$ cat src/rtl/hazard_pkg.sv
`default_nettype none
// ============================================================================
// Module      : hazard_pkg
// Description : Shared FSM state encoding and forward-select codes.
// Revision    : 1.0
// ============================================================================
package hazard_pkg;

    typedef logic [1:0] fwd_sel_t;

    localparam fwd_sel_t FWD_RF  = 2'b00;
    localparam fwd_sel_t FWD_MEM = 2'b01;
    localparam fwd_sel_t FWD_WB  = 2'b10;

    localparam logic [1:0] ST_IDLE     = 2'b00;
    localparam logic [1:0] ST_MEM_WAIT = 2'b01;
    localparam logic [1:0] ST_ERROR    = 2'b10;

endpackage
`default_nettype wire

$ cat src/rtl/fwd_sel.sv
`default_nettype none
// ============================================================================
// Module      : fwd_sel
// Description : Single-operand forward select, MEM result preferred over WB.
// Revision    : 1.0
// ============================================================================
module fwd_sel
    import hazard_pkg::*;
(
    input  logic [4:0] reg_src,
    input  logic [4:0] reg_dest_mem,
    input  logic       reg_write_mem,
    input  logic [4:0] reg_dest_wb,
    input  logic       reg_write_wb,
    output logic [1:0] sel
);

    logic w_hit_mem;
    logic w_hit_wb;

    // x0 is hardwired zero, so a write to it never produces a forwardable value
    assign w_hit_mem = reg_write_mem && (reg_dest_mem != 5'd0) && (reg_dest_mem == reg_src);
    assign w_hit_wb  = reg_write_wb  && (reg_dest_wb  != 5'd0) && (reg_dest_wb  == reg_src);

    assign sel = w_hit_mem ? FWD_MEM : (w_hit_wb ? FWD_WB : FWD_RF);

endmodule
`default_nettype wire

$ cat src/rtl/hazard_ctrl.sv
`default_nettype none
// ============================================================================
// Module      : hazard_ctrl
// Description : Pipeline hazard unit: forwarding, load-use, redirect, memory
//               stall with timeout, and stall/flush performance counters.
// Revision    : 1.0
// ============================================================================
module hazard_ctrl
    import hazard_pkg::*;
#(
    parameter int MEM_TIMEOUT = 255
) (
    input  logic        clk,
    input  logic        rst_n,
    input  logic [4:0]  reg1_src_ID,
    input  logic [4:0]  reg2_src_ID,
    input  logic [4:0]  reg1_src_EX,
    input  logic [4:0]  reg2_src_EX,
    input  logic [4:0]  reg_dest_EX,
    input  logic [4:0]  reg_dest_MEM,
    input  logic [4:0]  reg_dest_WB,
    input  logic        mem_read_EX,
    input  logic        reg_write_MEM,
    input  logic        reg_write_WB,
    input  logic        br_taken_EX,
    input  logic        dmem_req_MEM,
    input  logic        dmem_ack,
    output logic        bubbleF,
    output logic        bubbleD,
    output logic        bubbleE,
    output logic        bubbleM,
    output logic        bubbleW,
    output logic        flushD,
    output logic        flushE,
    output logic        flushM,
    output logic        flushW,
    output logic [1:0]  op1_sel,
    output logic [1:0]  op2_sel,
    output logic        mem_err,
    output logic [31:0] stall_cnt,
    output logic [31:0] flush_cnt
);

    localparam int c_WAIT_W = (MEM_TIMEOUT < 2) ? 1 : $clog2(MEM_TIMEOUT + 1);

    logic [1:0]          r_state;
    logic [c_WAIT_W-1:0] r_wait_cnt;
    logic                r_mem_err;
    logic [31:0]         r_stall_cnt;
    logic [31:0]         r_flush_cnt;

    logic [1:0] w_op1_sel;
    logic [1:0] w_op2_sel;
    logic       w_err;
    logic       w_mem_stall;
    logic       w_load_use;
    logic       w_timeout;

    fwd_sel u_fwd_op1 (
        .reg_src       (reg1_src_EX),
        .reg_dest_mem  (reg_dest_MEM),
        .reg_write_mem (reg_write_MEM),
        .reg_dest_wb   (reg_dest_WB),
        .reg_write_wb  (reg_write_WB),
        .sel           (w_op1_sel)
    );

    fwd_sel u_fwd_op2 (
        .reg_src       (reg2_src_EX),
        .reg_dest_mem  (reg_dest_MEM),
        .reg_write_mem (reg_write_MEM),
        .reg_dest_wb   (reg_dest_WB),
        .reg_write_wb  (reg_write_WB),
        .sel           (w_op2_sel)
    );

    assign op1_sel = rst_n ? w_op1_sel : FWD_RF;
    assign op2_sel = rst_n ? w_op2_sel : FWD_RF;

    assign w_err       = (r_state == ST_ERROR);
    assign w_mem_stall = !w_err && dmem_req_MEM && !dmem_ack;
    assign w_load_use  = mem_read_EX && (reg_dest_EX != 5'd0) &&
                         ((reg_dest_EX == reg1_src_ID) || (reg_dest_EX == reg2_src_ID));
    assign w_timeout   = (32'(r_wait_cnt) + 32'd1) >= 32'(MEM_TIMEOUT);

    // Priority: error, memory stall, redirect, load-use; all quiet in reset
    always_comb begin
        bubbleF = 1'b0;
        bubbleD = 1'b0;
        bubbleE = 1'b0;
        bubbleM = 1'b0;
        bubbleW = 1'b0;
        flushD  = 1'b0;
        flushE  = 1'b0;
        flushM  = 1'b0;
        flushW  = 1'b0;
        if (rst_n) begin
            if (w_err) begin
                bubbleF = 1'b1;
                bubbleD = 1'b1;
                bubbleE = 1'b1;
                bubbleM = 1'b1;
                bubbleW = 1'b1;
            end else if (w_mem_stall) begin
                bubbleF = 1'b1;
                bubbleD = 1'b1;
                bubbleE = 1'b1;
                bubbleM = 1'b1;
                flushW  = 1'b1;
            end else if (br_taken_EX) begin
                flushD = 1'b1;
                flushE = 1'b1;
            end else if (w_load_use) begin
                bubbleF = 1'b1;
                bubbleD = 1'b1;
                flushE  = 1'b1;
            end
        end
    end

    always_ff @(posedge clk or negedge rst_n) begin
        if (!rst_n) begin
            r_state    <= ST_IDLE;
            r_wait_cnt <= '0;
            r_mem_err  <= 1'b0;
        end else begin
            case (r_state)
                ST_IDLE: begin
                    if (w_mem_stall) begin
                        r_state    <= ST_MEM_WAIT;
                        r_wait_cnt <= '0;
                    end
                end
                ST_MEM_WAIT: begin
                    if (!w_mem_stall) begin
                        r_state <= ST_IDLE;
                    end else if (w_timeout) begin
                        r_state   <= ST_ERROR;
                        r_mem_err <= 1'b1;
                    end else begin
                        r_wait_cnt <= r_wait_cnt + 1'b1;
                    end
                end
                default: begin
                    // Only reset leaves ERROR; an illegal encoding is treated as ERROR
                    r_state   <= ST_ERROR;
                    r_mem_err <= 1'b1;
                end
            endcase
        end
    end

    always_ff @(posedge clk or negedge rst_n) begin
        if (!rst_n) begin
            r_stall_cnt <= 32'd0;
            r_flush_cnt <= 32'd0;
        end else begin
            if (bubbleF && !w_err) begin
                r_stall_cnt <= r_stall_cnt + 32'd1;
            end
            if (flushD) begin
                r_flush_cnt <= r_flush_cnt + 32'd1;
            end
        end
    end

    assign mem_err   = r_mem_err;
    assign stall_cnt = r_stall_cnt;
    assign flush_cnt = r_flush_cnt;

endmodule
`default_nettype wire

$ cat config.mk
export PLATFORM = sky130hd
export DESIGN_NAME = hazard_ctrl
export DESIGN_NICKNAME = d
export VERILOG_FILES = /design/src/rtl/hazard_pkg.sv /design/src/rtl/fwd_sel.sv /design/src/rtl/hazard_ctrl.sv
export SDC_FILE = /design/constraint.sdc
export NUM_CORES = 1
export LEC_CHECK = 0
export CAP_MARGIN = 15
export CORE_UTILIZATION = 48
export DETAILED_ROUTE_END_ITERATION = 6
export GPL_TIMING_DRIVEN = 0
export PLACE_DENSITY = 0.8
export SYNTH_ARGS = -nofsm -noshare
export SYNTH_HDL_FRONTEND = slang
export SYNTH_SLANG_ARGS = --single-unit
$ cat constraint.sdc
create_clock -name clk -period 2.5 [get_ports clk]
set_input_delay 0.625 -clock clk [delete_from_list [all_inputs] [get_ports clk]]
set_output_delay 0.625 -clock clk [all_outputs]
set_load 0.02 [all_outputs]
==> results.md, run 1 <==
- Run status: finished, violations left
- Violations in the final reports: negative setup slack
- Cell Chain, Critical Path: buf_8 > or4_4 > o21ai_4 > nor3_2 > o21a_1 > buf_4 > buf_6
- Share of flip-flops with an asynchronous set or reset after synthesis: 100.0%
- Unrepaired setup endpoints after global routing: yes
- Post-route cell area: roughly 0.006 sq mm
- Number of antenna violations at the first check in global routing: 0
- Crit. End Element: output pin
- Number of buffers between clock root and the deepest sink: 2
- Relative area change from synthesis to final layout: 43.17%
- Clock insertion delay at the later pin of the skew report: ~350 ps
- Critical path peak fanout: 3
- Violation count after the first detailed-routing iteration: 98
- Via count of the first global-routing pass: ~3500
- Pwr per Cell Area: about 500 mW/mm^2
- Worst slew slack as a fraction of its limit: between 50% and 60%
- Post-detailed-route via-to-cell ratio: between 5 and 6
- Port Buffer Count: 119
- CTS tree: yes
- Fillcell total: slightly below 600
- Total routing resource utilization after global routing: about a quarter
- Crit path DAT: a little under 2000 ps
- Crit path setup slack, layout: -105.4 ps
- Worst reg2reg path startpoint: stall_cnt[12]
- Combinational family with the most area after synthesis: simple AND/OR/NAND/NOR gates
- Worst slew pin tran: around 600 ps
- Maximum frequency from static timing analysis: 0.3838 GHz
- Number of maximum-capacitance violations: 0
- Overall via count from detail_route: 3546
- Reg2reg end: stall_cnt[27]
- Final Max Tran Viols: 0
- Setup Total Neg Slack: -307.8 ps
- Post-route fraction of the period consumed by the critical path: 104.2%
- Floorplan die width: 94.86 um
- Maximum single-stage delay on the critical path: about 540 ps
- Endpoint required time on the critical path: approximately 1900 ps
- Number of optimization iterations in the first detailed-route pass: 4
- Worst supply voltage drop on vdd: between 0.0003 and 0.0004 V
- Depth of the most critical reg-to-reg path: 7
- Synthesized cell area: between 0.004 and 0.005 sq mm
- IO Count: between 100 and 150
- Total congestion overflow: 0
- Cell count after synthesis: between 400 and 500
- ANT cells: 0
- Half-perimeter wire length of the detailed placement result: roughly 7600 um
- Routed WL: about 10000 um
- EDFF count, synth: 0
- Clock slew at reported path FFs: roughly 80 ps
- Placer's final routability congestion estimate: ~0.94
- Worst min path class: input pin to async pin
- Final-report setup violation count: 5
- # H-tree levels: 3
- Average wire per cell in the routed design: 15.74 um
- Post-synthesis simple-gate area fraction: 24.61%
- Routed Antenna Nets: 0
- Detailed-route DRC error count: 0
- # rows: 33
- Placed inst area: around 0.0055 sq mm
- Core Box Area: about 0.0083 sq mm
- Clock buffer count from CTS: 9
- Fraction of synthesized area in multiplexers: less than 1%
- Crit path launch type: input pin
- Final Hold Vio Count: 0
- Most used flip-flop cell after synthesis: sky130_fd_sc_hd__dfrtp_1
- Worst-case clock skew: roughly 16 ps
- Cell with the largest stage delay on the worst path: sky130_fd_sc_hd__or4_4
- Post-Syn Area per Cell: ~10 sq um
- Adder and majority gate portion of the synthesized area: roughly 1.2%
- Global-route wire length before repair: 17020 um
- Fraction of synthesized cell area taken by the top area cell type: 45.34%
- Final layout net count: 597
- CP Buf/Inv Count: 3
- Largest area contributor in the netlist: sky130_fd_sc_hd__dfrtp_1
- Post-synthesis register bit count: 75
- Share of cells above drive strength 1: 20.72%
- Die outline area: approximately 0.009 sq mm
- Dominant delay contributor by cell family on the critical path: simple AND/OR/NAND/NOR gates
- Type of the worst setup path: input pin to output pin
- Setup slack after placement: -1282 ps
- Yosys warning count: 0
- Number of different library cells in the post-synthesis netlist: 61
- Xor and xnor fraction of the mapped netlist area: roughly a fifth
- Leakage component of the power: roughly 2.7 nW
- Die H: roughly 95 um
- Effective utilization at floorplan: between 40% and 50%
- Largest net degree at the start of global routing: 36
- Cells taking the most area after synthesis: sky130_fd_sc_hd__dfrtp_1 45%, sky130_fd_sc_hd__xnor2_1 11%, sky130_fd_sc_hd__xor2_1 9.3%, sky130_fd_sc_hd__nand2_1 3.6%, sky130_fd_sc_hd__nand3_1 2.8%
- Register-to-register setup slack: 360 ps
- Minimum clock period after layout: between 2000 and 3000 ps
- Clock net sink count: 75
- Post-synthesis sequential area ratio: a little under half
- Synth Area in Compound Gates: 5.683%
- Root buf cell: sky130_fd_sc_hd__clkbuf_8
- Total nets after synthesis: around 450
-- cells in the final DEF, fill, tap and decap left out, types with 5 or more instances in the layout --
master	netlist	layout
sky130_fd_sc_hd__xor2_1	44	43
sky130_fd_sc_hd__nand3_1	23	22
sky130_fd_sc_hd__nand4_1	17	17
sky130_fd_sc_hd__nand2b_1	6	5
sky130_fd_sc_hd__nor3_2	3	6
sky130_fd_sc_hd__clkbuf_8	0	9
sky130_fd_sc_hd__dlygate4sd2_1	0	11
sky130_fd_sc_hd__nor2_1	21	19
sky130_fd_sc_hd__clkbuf_2	1	8
sky130_fd_sc_hd__clkdlybuf4s15_1	0	5
sky130_fd_sc_hd__clkdlybuf4s50_1	0	68
sky130_fd_sc_hd__nand2_1	40	40
sky130_fd_sc_hd__buf_2	1	8
sky130_fd_sc_hd__and2_1	6	5
sky130_fd_sc_hd__xnor2_1	51	50
sky130_fd_sc_hd__buf_6	2	14
sky130_fd_sc_hd__dfrtp_1	75	75
sky130_fd_sc_hd__nor3_1	13	9
sky130_fd_sc_hd__inv_1	11	11
sky130_fd_sc_hd__and3_1	11	11
sky130_fd_sc_hd__buf_4	3	14
-- how the worst max path moves through the flow --
stage,cells past startpoint,from,end
after detailed placement,7,rst_n,op2_sel[1]
final,7,reg_dest_EX[4],bubbleF
after floorplan,4,rst_n,op2_sel[1]
after global placement,6,rst_n,op2_sel[1]
after CTS,6,reg_dest_MEM[4],op2_sel[1]
after global routing,7,reg_dest_EX[4],bubbleF
-- metrics by stage --
| step | power, W | util [%] | hold WS, ps | instances |
|---|---|---|---|---|
| 2_1_floorplan | 0.001759 | - | 329.4 | 407 |
| 3_3_place_gp | 0.002091 | 66.09 | 455.0 | 631 |
| 3_5_place_dp | 0.002114 | 66.40 | 449.9 | 632 |
| 4_1_cts | 0.002974 | 70.96 | 81.40 | 660 |
| 5_1_grt | 0.003110 | 71.40 | 29.24 | 660 |
| 6_report | 0.002968 | 71.40 | 48.46 | 660 |
-- flip-flops by register name, indices dropped and copies added (netlist names) --
signal and cells:
flush_cnt 32, stall_cnt 32, r_wait_cnt 8, mem_err 1, r_state 2
-- synth_stat cells, drive strengths merged, types with 2 or more instances --
cell type  number
o21ai           5
a21oi           4
and3           15
dfrtp          75
or4             5
or3             3
xnor2          51
o21a            2
o211ai          4
and2            6
nand2b          6
nand3          26
nor2b           2
nor3           17
and4            5
nor4            5
or2             3
buf             7
o31ai           2
nand4          17
nand2          42
clkbuf          4
nor2           22
nor4b           2
xor2           44
ha              4
inv            11
-- cell families (layout without fill, tap and decap cells) --
kind of cell | count (synthesis) | count (layout)
and+or+nand+nor | 179 | 179
xor gates and xnor gates | 95 | 95
DFF | 75 | 75
AOI/OAI and AO/OA | 30 | 30
buffers and inverters | 22 | 170
adders and majority gates | 4 | 4
other | 1 | 1
muxes | 1 | 1
-- layer usage --
layer | wire [um] | global-route usage (%) | vias to the layer above
met5 | 0 | 0 | -
met4 | 130 | 7.449 | 0
met3 | 671 | 7.005 | 12
met2 | 5380 | 43.76 | 124
met1 | 4205 | 29.35 | 1711
li1 | - | - | 1699
-- power by group --
part / total (W) / switching [W] / internal, W
sequential: 0.00142 / 0.000124 / 0.00130
clock: 0.000833 / 0.000473 / 0.000360
combinational: 0.000715 / 0.000365 / 0.000350
-- layout make-up --
type | count | area [sq um] | share of cell area (%)
Sequential cell | 75 | 1877 | 31.67
Clock buffer | 10 | 127.6 | 2.154
Multi-Input combinational cell | 310 | 2321 | 39.17
Tap cell | 105 | 131.4 | 2.217
Clock inverter | 6 | 41.29 | 0.6968
Inverter | 11 | 41.29 | 0.6968
Buffer | 10 | 65.06 | 1.098
Timing Repair Buffer | 133 | 1321 | 22.30
-- timing repair --
action,CTS,global route
endpoints found under the setup margin,36,21
resized for setup,163,45
buffers inserted,10,2
cloned,2,0
hold buffers,0,0
pin swaps,27,24
endpoints found under the hold margin,0,0
(Power assumes the default switching activity.)
==> run 2: changes to the inputs <==
--- a/config.mk
+++ b/config.mk
@@ -10,6 +10,7 @@
 export DETAILED_ROUTE_END_ITERATION = 6
 export GPL_TIMING_DRIVEN = 0
 export PLACE_DENSITY = 0.8
+export SKIP_LAST_GASP = 1
 export SYNTH_ARGS = -nofsm -noshare
 export SYNTH_HDL_FRONTEND = slang
 export SYNTH_SLANG_ARGS = --single-unit
==> results.md, run 2 (same netlist as run 1, synthesis figures left out) <==
- IO Count: 121 (unchanged)
- Via count of the first global-routing pass: 3538 (+0.31%)
- Number of buffers added to fix hold violations after cts: 0 (unchanged)
- Final layout net count: 598 (+0.17%)
- Clock network fraction of design power: 28.2% (about the same)
- Die outline area: 0.008998 sq mm (unchanged)
- Violations in the final reports: negative setup slack
- Crit path setup slack, layout: -129.6 ps (-24.16 ps)
- Relative area change from synthesis to final layout: 43.14% (about the same)
- Int Pwr: 0.002006 W (about the same)
- Number of buffers between clock root and the deepest sink: 2 (unchanged)
- Effective utilization at floorplan: 49.87% (unchanged)
- Setup Total Neg Slack: -427.7 ps (-119.8 ps)
- Relative contribution of sequential cells to total power: 47.8% (about the same)
- ANT cells: 0 (unchanged)
- Placed inst area: 0.005510 sq mm (unchanged)
- Clock buffer count from CTS: 9 (unchanged)
- Run status: finished, violations left
- Root buf cell: sky130_fd_sc_hd__clkbuf_8
- Die H: 94.86 um (unchanged)
- Worst slew slack as a fraction of its limit: 59.47% (about the same)
- Endpoint required time on the critical path: 1880 ps (about the same)
- Minimum clock period after layout: 2630 ps (+24.16 ps)
- Reg2reg end: stall_cnt[27]
- Depth of the most critical reg-to-reg path: 7 (unchanged)
- Logic pwr share: 24.0% (about the same)
- Unrepaired setup endpoints after global routing: yes
- Number of antenna violations at the first check in global routing: 0 (unchanged)
- Maximum frequency from static timing analysis: 0.3803 GHz (-0.92%)
- Leakage component of the power: 2.671 nW (about the same)
- Total congestion overflow: 0 (unchanged)
- Clock insertion delay at the later pin of the skew report: 360 ps (about the same)
- Post-route fraction of the period consumed by the critical path: 105.2% (+0.97 points)
- Largest net degree at the start of global routing: 36 (unchanged)
- Register-to-register setup slack: 360 ps (about the same)
- Detailed-route DRC error count: 0 (unchanged)
- Core occupancy in the finished layout: 71.39% (about the same)
- Most common library cell in the layout ignoring fill and taps: sky130_fd_sc_hd__dfrtp_1
- # H-tree levels: 3 (unchanged)
- Global-route wire length before repair: 17080 um (+0.36%)
- Critical path peak fanout: 2 (-1)
- Fraction of power spent switching nets: 32.56% (+0.16 points)
- Setup slack after placement: -1282 ps (unchanged)
- Post-detailed-route via-to-cell ratio: 5.415 (+0.78%)
- Clock net sink count: 75 (unchanged)
- Core Box Area: 0.008299 sq mm (unchanged)
- Floorplan die width: 94.86 um (unchanged)
- Routed WL: 10460 um (+0.71%)
- Worst slew pin tran: 602.5 ps (+0.6565 ps)
- Crit. End Element: output pin
- Worst min path class: input pin to async pin
- Worst reg2reg path startpoint: stall_cnt[11]
- Routed Antenna Nets: 0 (unchanged)
- Worst hold slack: 83.15 ps (+34.68 ps)
- Half-perimeter wire length of the detailed placement result: 7553 um (unchanged)
- Number of maximum-capacitance violations: 0 (unchanged)
- # rows: 33 (unchanged)
- Type of the worst setup path: input pin to output pin
- Total net switching power: 0.0009684 W (+0.71%)
- Crit path DAT: 2000 ps (+20 ps)
- Worst-case clock skew: 16.15 ps (+0.5427 ps)
- Worst supply voltage drop on vdd: 0.0003224 V (+0.60%)
- Overall via count from detail_route: 3579 (+0.93%)
- Fillcell total: 601 (+0.67%)
- Pwr per Cell Area: 502.1 mW/mm^2 (+0.24%)
- Total routing resource utilization after global routing: 24.98% (+0.10 points)
- Number of optimization iterations in the first detailed-route pass: 5 (+1)
- Share of cells above drive strength 1: 20.14% (-0.58 points)
- Placer's final routability congestion estimate: 0.9356 (unchanged)
- Final Hold Vio Count: 0 (unchanged)
- Violation count after the first detailed-routing iteration: 76 (-22%)
- Port Buffer Count: 119 (unchanged)
- Clock slew at reported path FFs: 90 ps (about the same)
- Most frequent cells in the layout: 75 x sky130_fd_sc_hd__dfrtp_1, 69 x sky130_fd_sc_hd__clkdlybuf4s50_1, 51 x sky130_fd_sc_hd__xnor2_1
- Final Max Tran Viols: 0 (unchanged)
- Post-route cell area: 0.005924 sq mm (about the same)
- CTS tree: yes
- Final-report setup violation count: 7 (+2)
- Average wire per cell in the routed design: 15.83 um (+0.56%)
- Crit path launch type: input pin
run 2: cell count changes in the layout (fill, tap and decap cells not counted), moves of 2 or more:
| cell | change |
|---|---|
| sky130_fd_sc_hd__buf_4 | +4 |
| sky130_fd_sc_hd__clkdlybuf4s15_1 | -2 |
| sky130_fd_sc_hd__dlygate4sd2_1 | +4 |
| sky130_fd_sc_hd__buf_2 | -3 |
| sky130_fd_sc_hd__buf_8 | -2 |
run 2: cell type report:
cell class                      instances  area, sq um  area share [%]
Timing Repair Buffer                  133         1314           22.18
Multi-Input combinational cell        310         2313           39.05
Inverter                               11        41.29          0.6969
Clock inverter                          6        41.29          0.6969
Sequential cell                        75         1877           31.68
Clock buffer                           10        127.6           2.154
Tap cell                              105        131.4           2.218
Buffer                                 11        78.83           1.331
run 2: how the worst max path moves through the flow:
| stage | endpoint | cells past startpoint | slack, ps | startpoint |
|---|---|---|---|---|
| after floorplan | op2_sel[1] | 4 | -10 | rst_n |
| after global placement | op2_sel[1] | 6 | -4000 | rst_n |
| after detailed placement | op2_sel[1] | 7 | -1280 | rst_n |
| after CTS | op2_sel[1] | 5 | -240 | reg_write_WB |
| after global routing | bubbleF | 7 | -150 | reg_dest_EX[1] |
| final | bubbleF | 7 | -130 | reg_dest_EX[1] |
run 2: worst max-delay path: stages:
cell and delay (ps):
sky130_fd_sc_hd__buf_8 100, sky130_fd_sc_hd__or4_4 550, sky130_fd_sc_hd__o21ai_4 180, sky130_fd_sc_hd__nor3_2 70, sky130_fd_sc_hd__o21a_1 210, sky130_fd_sc_hd__buf_4 140
sky130_fd_sc_hd__buf_6 120
run 2: stage by stage:
step	total power, W	cells
finish	0.002975	661
global route	0.003110	661
CTS	0.002974	660
detailed placement	0.002114	632
global placement	0.002091	631
floorplan	0.001759	407
run 2: metal layers:
layer  share of wire, %  vias to the layer above  GRT usage [%]
met1                 42                     1751          29.55
met4                1.1                        0          7.449
met5                  0                        -              0
met2                 52                      118          44.00
met3                5.5                       12          6.844
li1                   -                     1698              -
run 2: what timing repair did:
action                                  CTS  global route
gates cloned                              2             0
hold endpoints to repair                  0             0
buffers inserted                         10             2
endpoints found under the setup margin   36            21
pin swaps                                26            24
resized for setup                       160            37
run 2: power groups by stage:
stage | Combinational (W) | Sequential (W) | Clock, W
global placement | 0.000654 | 0.00144 | 0
finish | 0.000715 | 0.00142 | 0.000838
CTS | 0.000711 | 0.00142 | 0.000844
detailed placement | 0.000672 | 0.00144 | 0
floorplan | 0.000246 | 0.00151 | 0
global route | 0.000770 | 0.00144 | 0.000901
==> run 3: changes to the inputs <==
--- a/config.mk
+++ b/config.mk
@@ -6,6 +6,7 @@
 export NUM_CORES = 1
 export LEC_CHECK = 0
 export CAP_MARGIN = 15
+export CORE_MARGIN = 2
 export CORE_UTILIZATION = 48
 export DETAILED_ROUTE_END_ITERATION = 6
 export GPL_TIMING_DRIVEN = 0
==> results.md, run 3 (same netlist as run 1, synthesis figures left out) <==
- Run status: finished, violations left
- Violations in the final reports: negative setup slack
- Number of buffers between clock root and the deepest sink: 2 (unchanged)
- Post-route cell area: 0.005902 sq mm (-0.38%)
- Fillcell total: 618 (+2.8%)
- Average wire per cell in the routed design: 16.05 um (+1.4%)
- Worst min path class: input pin to async pin
- Most common library cell in the layout ignoring fill and taps: sky130_fd_sc_hd__dfrtp_1
- Crit path setup slack, layout: -89.95 ps (+39.61 ps)
- Routed WL: 10570 um (+1.1%)
- Post-route fraction of the period consumed by the critical path: 103.6% (-1.6 points)
- Pwr per Cell Area: 529.3 mW/mm^2 (+5.4%)
- Detailed-route DRC error count: 0 (unchanged)
- Fraction of power spent switching nets: 32.27% (-0.29 points)
- Port Buffer Count: 119 (unchanged)
- Worst-case clock skew: 16.68 ps (+0.5309 ps)
- Most frequent cells in the layout: 75 x sky130_fd_sc_hd__dfrtp_1, 70 x sky130_fd_sc_hd__clkdlybuf4s50_1, 51 x sky130_fd_sc_hd__xnor2_1
- Total net switching power: 0.001008 W (+4.1%)
- Multi-input gate area: 0.002288 sq mm (-1.1%)
- Clock network fraction of design power: 32.0% (+3.8 points)
- Die outline area: 0.009382 sq mm (+4.3%)
- Critical path peak fanout: 2 (unchanged)
- Crit. End Element: output pin
- Worst slew pin tran: 581.0 ps (-21.48 ps)
- Via count of the first global-routing pass: 3551 (+0.37%)
- ANT cells: 0 (unchanged)
- Global-route wire length before repair: 17500 um (+2.5%)
- Relative contribution of sequential cells to total power: 45.4% (-2.4 points)
- Clock net sink count: 75 (unchanged)
- Depth of the most critical reg-to-reg path: 7 (unchanged)
- Violation count after the first detailed-routing iteration: 99 (+30%)
- CTS tree: yes
- Routed Antenna Nets: 0 (unchanged)
- Worst supply voltage drop on vdd: 0.0003414 V (+5.9%)
- Int Pwr: 0.002116 W (+5.5%)
- Floorplan die width: 96.86 um (+2.1%)
- Minimum clock period after layout: 2590 ps (-39.61 ps)
- Post-detailed-route via-to-cell ratio: 5.434 (+0.36%)
- Root buf cell: sky130_fd_sc_hd__clkbuf_8
- Overall via count from detail_route: 3581 (+0.056%)
- # H-tree levels: 3 (unchanged)
- Type of the worst setup path: input pin to output pin
- Placer's final routability congestion estimate: 0.8742 (-6.6%)
- Logic pwr share: 22.6% (-1.4 points)
- Crit path launch type: input pin
- Number of optimization iterations in the first detailed-route pass: 4 (-1)
- Total routing resource utilization after global routing: 22.98% (-2.0 points)
- Layer carrying the most global-route usage: met2
- Share of cells above drive strength 1: 18.41% (-1.7 points)
- IO Count: 121 (unchanged)
- Die H: 96.86 um (+2.1%)
- Clock insertion delay at the later pin of the skew report: 360 ps (about the same)
- Met1 demand-to-capacity share in global routing: 27.87% (-1.7 points)
- Setup slack after placement: -1303 ps (-20.45 ps)
- Total congestion overflow: 0 (unchanged)
- Placed insts: 632 (unchanged)
- Number of maximum-capacitance violations: 0 (unchanged)
- Clock buffer count from CTS: 9 (unchanged)
- Final Max Tran Viols: 0 (unchanged)
- Crit path DAT: 1960 ps (-40 ps)
- Half-perimeter wire length of the detailed placement result: 7565 um (+0.16%)
- Largest net degree at the start of global routing: 34 (-5.6%)
- Effective utilization at floorplan: 49.87% (unchanged)
- Final Hold Vio Count: 0 (unchanged)
- Register area: 0.001877 sq mm (unchanged)
- Relative area change from synthesis to final layout: 42.59%
- Met3 routing resource usage after global routing: 5.708% (-1.1 points)
- Worst slew slack as a fraction of its limit: 61.12% (+1.7 points)
- Number of antenna violations at the first check in global routing: 0 (unchanged)
- Clock slew at reported path FFs: 100 ps (about the same)
- Leakage component of the power: 2.654 nW (-0.64%)
- Final layout net count: 596 (-0.33%)
- # rows: 33 (unchanged)
- Core Box Area: 0.008299 sq mm (unchanged)
- Maximum frequency from static timing analysis: 0.3861 GHz (+1.5%)
- Number of standard cells in the final layout excluding fillers: 659 (-0.30%)
- Endpoint required time on the critical path: 1880 ps (about the same)
- Final-report setup violation count: 7 (unchanged)
- Placed inst area: 0.005510 sq mm (unchanged)
- Unrepaired setup endpoints after global routing: yes
- GRT met2 Usage: 38.84% (-5.2 points)
==> run 3: cell types whose count changed in the layout (fill, tap and decap cells not counted), moves of 2 or more <==
cell,delta
sky130_fd_sc_hd__buf_2,+4
sky130_fd_sc_hd__clkinv_2,-2
sky130_fd_sc_hd__inv_6,+2
sky130_fd_sc_hd__buf_6,-6
sky130_fd_sc_hd__nor2_1,+2
sky130_fd_sc_hd__clkdlybuf4s15_1,+3
sky130_fd_sc_hd__buf_4,-3
==> run 3: path summary, 6_finish.rpt <==
kind | start | to | slack [ps]
setup / recovery | reg_dest_MEM[4] | op1_sel[1] | -90
hold reg to reg | stall_cnt[31] | stall_cnt[31] | 470
setup reg to reg | stall_cnt[11] | stall_cnt[27] | 400
hold / removal | rst_n | flush_cnt[29] | 40
max in group asynchronous | rst_n | r_wait_cnt[7] | 1890
min in group clk | stall_cnt[31] | stall_cnt[31] | 470
==> run 3: stage by stage <==
step	power [W]	setup TNS [ps]	hold WS [ps]	util, %
6_report	0.003124	-365.7	42.62	71.11
2_1_floorplan	0.001759	-14.63	329.4	-
3_3_place_gp	0.002091	-366380	456.8	66.09
4_1_cts	0.003138	-560.5	58.13	71.20
3_5_place_dp	0.002110	-31070	456.1	66.40
5_1_grt	0.003256	-742.7	31.65	71.11
==> run 3: critical path, cell delays in order <==
cell                      delay (ps)
sky130_fd_sc_hd__buf_8            90
sky130_fd_sc_hd__or4_4           540
sky130_fd_sc_hd__o21ai_4         180
sky130_fd_sc_hd__buf_6           130
sky130_fd_sc_hd__nor4_4           30
sky130_fd_sc_hd__nor3_2          190
sky130_fd_sc_hd__buf_4           180
==> run 3: what timing repair did <==
action	in CTS	in global routing
hold buffers	0	0
gates resized for setup	143	27
gates cloned	2	0
pin swaps	25	15
setup buffers	8	2
setup endpoints to repair	39	14
==> run 3: area by class of cell <==
type | instances | area share [%]
plain buffers | 10 | 1.102
well taps | 105 | 2.226
multi-input cells | 310 | 38.77
clock buffers | 9 | 2.099
flip-flops and latches | 75 | 31.80
repair buffers | 132 | 21.90
clock inverters | 7 | 1.399
inverters | 11 | 0.6996
==> run 3: routing by layer <==
layer  wire length (um)  vias up
li1                   -     1699
met1               4421     1730
met2               5216      133
met3                685       19
met4                251        0
met5                  0        -
==> run 3: power by group through the flow <==
stage	combinational (W)	clock, W	sequential (W)
after floorplan	0.000246	0	0.00151
after global placement	0.000653	0	0.00144
after detailed placement	0.000670	0	0.00144
after CTS	0.000705	0.00102	0.00142
after global routing	0.000756	0.00107	0.00143
final	0.000705	0.00100	0.00142
